<file path="src/rtl/sram_64x7_port_ctrl.sv">
// sram_64x7_port_ctrl
// Owns the single read/write port of the 64x7 SRAM macro. After reset it
// optionally sweeps the array to INIT_VALUE, then accepts read and masked-write
// requests and buffers the macro's registered read data for the consumer.
//
// Handshake semantics:
//   request  : a request transfers on any cycle where req_v_in && req_ready_out.
//              req_ready_out never depends on req_v_in or req_w_in, but does
//              depend combinationally on rsp_yumi_in (a pop frees a slot).
//   response : rsp_v_out/rsp_data_out present the oldest buffered read. The
//              head holds stable until the consumer asserts rsp_yumi_in, which
//              is only meaningful while rsp_v_out=1.
module sram_64x7_port_ctrl #(
   parameter int                 BITS          = 7,
   parameter int                 WORD_DEPTH    = 64,
   parameter int                 ADDR_WIDTH    = 6,
   parameter int                 INIT_ON_RESET = 1,
   parameter logic [BITS-1:0]    INIT_VALUE    = '0
) (
   input  logic                  clk,
   input  logic                  reset_n_in,
   input  logic                  req_v_in,
   output logic                  req_ready_out,
   input  logic                  req_w_in,
   input  logic [ADDR_WIDTH-1:0] req_addr_in,
   input  logic [BITS-1:0]       req_data_in,
   input  logic [BITS-1:0]       req_mask_in,
   output logic                  rsp_v_out,
   output logic [BITS-1:0]       rsp_data_out,
   input  logic                  rsp_yumi_in,
   output logic                  init_done_out,
   output logic                  sram_ce_out,
   output logic                  sram_we_out,
   output logic [ADDR_WIDTH-1:0] sram_addr_out,
   output logic [BITS-1:0]       sram_wd_out,
   output logic [BITS-1:0]       sram_w_mask_out,
   input  logic [BITS-1:0]       sram_rd_in
);

   localparam bit DO_SWEEP = (INIT_ON_RESET != 0);

   typedef enum logic {ST_INIT = 1'b0, ST_RUN = 1'b1} state_t;

   state_t                state_q;
   state_t                state_d;
   logic [ADDR_WIDTH-1:0] cnt_q;
   logic                  sweep_last;

   // Response buffer: two-entry FIFO plus one read in flight inside the macro.
   logic [BITS-1:0]       buf_mem [2];
   logic                  wr_ptr_q;
   logic                  rd_ptr_q;
   logic [1:0]            count_q;
   logic                  inflight_q;
   logic                  push;
   logic                  pop;
   logic [2:0]            occ;
   logic [2:0]            occ_after_pop;
   logic                  accept;

   assign sweep_last    = (cnt_q == ADDR_WIDTH'(WORD_DEPTH - 1));
   assign rsp_v_out     = (count_q != 2'd0);
   assign rsp_data_out  = rsp_v_out ? buf_mem[rd_ptr_q] : '0;
   assign init_done_out = (state_q == ST_RUN);
   assign push          = inflight_q;
   assign pop           = rsp_v_out && rsp_yumi_in;
   // The in-flight read already owns a slot, so it counts toward occupancy.
   assign occ           = {1'b0, count_q} + {2'b00, inflight_q};
   assign occ_after_pop = occ - {2'b00, pop};

   // State register: reset always returns to INIT.
   always_ff @(posedge clk) begin
      if (!reset_n_in) state_q <= ST_INIT;
      else             state_q <= state_d;
   end

   // Next state: leave INIT after the last sweep write, or at once when the sweep is disabled.
   always_comb begin
      state_d = state_q;
      case (state_q)
         ST_INIT: if (!DO_SWEEP || sweep_last) state_d = ST_RUN;
         ST_RUN:  state_d = ST_RUN;
         default: state_d = ST_INIT;
      endcase
   end

   // Sweep address counter: restarts at 0 on every reset, advances one word per INIT cycle.
   always_ff @(posedge clk) begin
      if (!reset_n_in)                      cnt_q <= '0;
      else if (state_q == ST_INIT && DO_SWEEP) cnt_q <= cnt_q + ADDR_WIDTH'(1);
   end

   // Outputs: request ready plus macro pins, driven by the sweep in INIT or by an accepted request in RUN.
   always_comb begin
      req_ready_out   = 1'b0;
      accept          = 1'b0;
      sram_ce_out     = 1'b0;
      sram_we_out     = 1'b0;
      sram_addr_out   = '0;
      sram_wd_out     = '0;
      sram_w_mask_out = '0;
      case (state_q)
         ST_INIT: begin
            if (DO_SWEEP && reset_n_in) begin
               sram_ce_out     = 1'b1;
               sram_we_out     = 1'b1;
               sram_addr_out   = cnt_q;
               sram_wd_out     = INIT_VALUE;
               sram_w_mask_out = '1;
            end
         end
         ST_RUN: begin
            req_ready_out = reset_n_in && (occ_after_pop < 3'd2);
            accept        = req_v_in && req_ready_out;
            if (accept) begin
               sram_ce_out     = 1'b1;
               sram_we_out     = req_w_in;
               sram_addr_out   = req_addr_in;
               sram_wd_out     = req_w_in ? req_data_in : '0;
               sram_w_mask_out = req_w_in ? req_mask_in : '0;
            end
         end
         default: ;
      endcase
   end

   // Buffer control: flag a read in flight, then push the macro data the following cycle.
   always_ff @(posedge clk) begin
      if (!reset_n_in) begin
         inflight_q <= 1'b0;
         wr_ptr_q   <= 1'b0;
         rd_ptr_q   <= 1'b0;
         count_q    <= 2'd0;
      end else begin
         inflight_q <= accept && !req_w_in;
         if (push) wr_ptr_q <= ~wr_ptr_q;
         if (pop)  rd_ptr_q <= ~rd_ptr_q;
         count_q <= count_q + {1'b0, push} - {1'b0, pop};
      end
   end

   // Buffer storage: data only, validity is tracked by count_q.
   always_ff @(posedge clk) begin
      if (push) buf_mem[wr_ptr_q] <= sram_rd_in;
   end

endmodule

</file>
<file path="config.mk">
export PLATFORM = sky130hd
export DESIGN_NAME = sram_64x7_port_ctrl
export DESIGN_NICKNAME = d
export VERILOG_FILES = /design/src/rtl/sram_64x7_port_ctrl.sv
export SDC_FILE = /design/constraint.sdc
export NUM_CORES = 1
export LEC_CHECK = 0
export ABC_AREA = 1
export BUFFER_PORTS_ARGS = -buffer_cell sky130_fd_sc_hd__buf_2
export CORE_MARGIN = 2
export CORE_UTILIZATION = 40
export DETAILED_ROUTE_END_ITERATION = 12
export PLACE_DENSITY = 0.73
export SYNTH_ARGS = -nofsm -noshare
export SYNTH_HDL_FRONTEND = slang
export SYNTH_SLANG_ARGS = --single-unit
</file>
<file path="constraint.sdc">
create_clock -name clk -period 2.9 [get_ports clk]
set_clock_uncertainty 0.2 [all_clocks]
set_input_delay 0.435 -clock clk [delete_from_list [all_inputs] [get_ports clk]]
set_output_delay 0.435 -clock clk [all_outputs]
set_load 0.005 [all_outputs]
</file>
==> results.md <==
* CP required at 2.27 ns
* Cell Area, Synth at 1380 um^2
* Total wire length at 2896 um
* Pre-CTS setup slack at -0.1293 ns
* Row count at 21
* Leakage power at 0.9830 nW
* Number of port buffers at 63
* PwrDens at 492.9 nW/um^2
* Routability cong. at 0.7803
* Final Critical Period at 3.075 ns
* CP top delay family: adder cells
* Total power at 0.0009498 W
* Fin. max-slew vios at 0
* Final nets at 284
* Clock transition at the registers of the reported paths at 0.13 ns
* Slowest stage delay, CP at 0.51 ns
* Crit path max fanout at 7
* VDD IR-drop max at 0.0001588 V
* Ports at 64
* Die height at 62.74 um
* Seq/Total Area, Yosys at 49.32%
* Fin crit share at 106.0%
* Worst hold-check path type: input port to flop
* Clk Latency, worst-skew pair at 0.31 ns
* Failing checks: setup timing
* Vias in the first global route at 1125
* Vias at 1309
* Cell count after placement at 286
* Outcome: complete, but fails checks
* Global-route wire length before repair at 4636 um
* Antenna diode count at 0
* Max Root-Sink Buffers at 2
* Max_cap viols at 0
* Crit path capture type: primary output
* Wire per inst at 9.884 um
* Clock sinks at 27
* Critical path type: flop to primary output
* Worst-margin pin slew at 0.5942 ns
* Gate Count Post-Synth at 175
* Via density at 4.468
* Initial antenna violation count at 0
* Syn_nets at 211
* Chip Width at 62.74 um
* Setup Viol. Count Final at 22
* Fin cells at 293
* Initial DRC count at 52
* Final hold violation count at 0
* Total die area at 3936 um^2
* GRT Util Overall at 14.18%
* Fmax at 325.2 MHz
* RSZ-0062 raised after global routing: yes
* Largest net degree at the start of global routing at 15
* Core region area at 3337 um^2
* Slew headroom at 60.24%
* Layout cells sized above 1 at 42.91%
* Total CTS buffers at 3
* Synth cell types at 21
* DRT Pass-1 Iters at 4
* Critical-path cell list: nor2_4, nor2_4, ha_4, inv_2, ha_4, inv_2, fa_1, inv_2, nor2_4, nand3_2, buf_6, o21ai_2, buf_2
* Fin worst setup slack at -0.1746 ns
* CP arrival at 2.44 ns
* DP Wirelength at 2154 um
* CP max stage cell: fa_1
* Post-route ant nets at 0
* Yosys warns at 0
* Fillers at 328
* Post-route DRC violation count at 0
* Syn_area_per_cell at 7.886 um^2
* CTS tree: yes
* CP bufs+invs at 5
* #FFs+latches synth at 27
* Design area at 1927 um^2
* H-tree depth at 1
* Grt ovf at 0
* Startpoint Class: flop
* Synth-to-Final Area Change at 39.62%
* DP Area at 1767 um^2
* CTS root buf: clkbuf_4
* Starting Density at 41.36%
[routing by layer]
layer | global-route usage, % | wire [um] | up-vias
li1 | - | - | 690
met3 | 2.883 | 177 | 0
met4 | 2.500 | 0 | 0
met2 | 26.21 | 1494 | 44
met1 | 17.11 | 1224 | 575
met5 | 0 | 0 | -
[stage by stage]
stage / setup TNS [ns] / util, % / hold slack (ns)
finish: -3.350 / 57.74 / 0.09750
global route: -6.772 / 57.74 / 0.07459
CTS: -4.966 / 54.59 / 0.08674
detailed placement: -1.806 / 52.94 / 0.2870
global placement: -1.097 / 52.94 / 0.2880
floorplan: 0 / - / 0.2646
[synthesized netlist by cell type]
cell	instances	share of area, %
nand2_1	47	13
inv_1	34	9.2
nor2_1	21	5.7
edfxtp_1	14	30
dfxtp_1	13	19
a21oi_1	10	3.6
o21ai_0	8	2.9
o21ai_2	6	3.8
ha_1	3	2.7
nand3_1	3	1.1
buf_6	2	1.6
nand4_1	2	0.91
nor2_2	2	0.91
nor3_1	2	0.73
o21ai_1	2	0.73
and2_2	1	0.54
buf_2	1	0.36
clkbuf_1	1	0.27
fa_1	1	1.5
nand3_2	1	0.73
o21bai_1	1	0.54
[logic make-up (layout without fill, tap and decap cells)]
kind of cell             Yosys count  after routing  share of synthesized area (%)
AND/OR/NAND/NOR                   79             79                          23.39
buffers and inverters             38            110                          11.51
flip-flops                        27             27                          49.32
adder cells (fa/ha/maj)            4              4                          4.171
AO/OA/AOI/OAI                     27             27                          11.61
[state kept, by name (all words and copies together) (netlist names), named ones only]
register and cells:
inflight_q 1, wr_ptr_q 1, count_q 2, buf_mem 14, init_done_out 1, rd_ptr_q 1
cnt_q 6
[cell type report]
class                      instances  area [um^2]  share of cell area, %
tap                               46        57.56                  2.987
timing repair buffer              72        394.1                  20.45
inverter                          34        127.6                  6.623
multi-input combinational        110        638.1                  33.12
clock buffer                       4        26.28                  1.364
sequential                        27        683.2                  35.45
[worst paths after layout]
check / cells past startpoint / slack (ns) / to / from
max: 13 / -0.17 / sram_addr_out[5] / count_q[1]
min: 1 / 0.1 / buf_mem[1][2] / sram_rd_in[2]
max reg2reg: 12 / 0.66 / inflight_q / count_q[1]
min reg2reg: 2 / 0.31 / wr_ptr_q / inflight_q
[report_power, final]
part           internal (W)  switching, W  leakage (nW)  total [W]
combinational      0.000163      0.000183         0.736   0.000345
clock             0.0000538      0.000100        0.0150   0.000154
sequential         0.000425     0.0000252         0.232   0.000450
[cells in the final DEF (no fill, tap or decap), drive strengths merged]
master / n
edfxtp: 14
dfxtp: 13
clkbuf: 4
nand2: 47
ha: 3
fa: 1
nor3: 2
nand3: 4
and2: 1
nor2: 23
buf: 72
o21bai: 1
inv: 34
a21oi: 10
o21ai: 16
nand4: 2
[repair_timing]
item	CTS	global route
hold buffers	0	0
pin swaps	2	3
setup endpoints to repair	23	23
gates resized for setup	10	26
buffers inserted	1	2
cloned	0	0
Note: power is estimated with default switching activity, not from simulation.
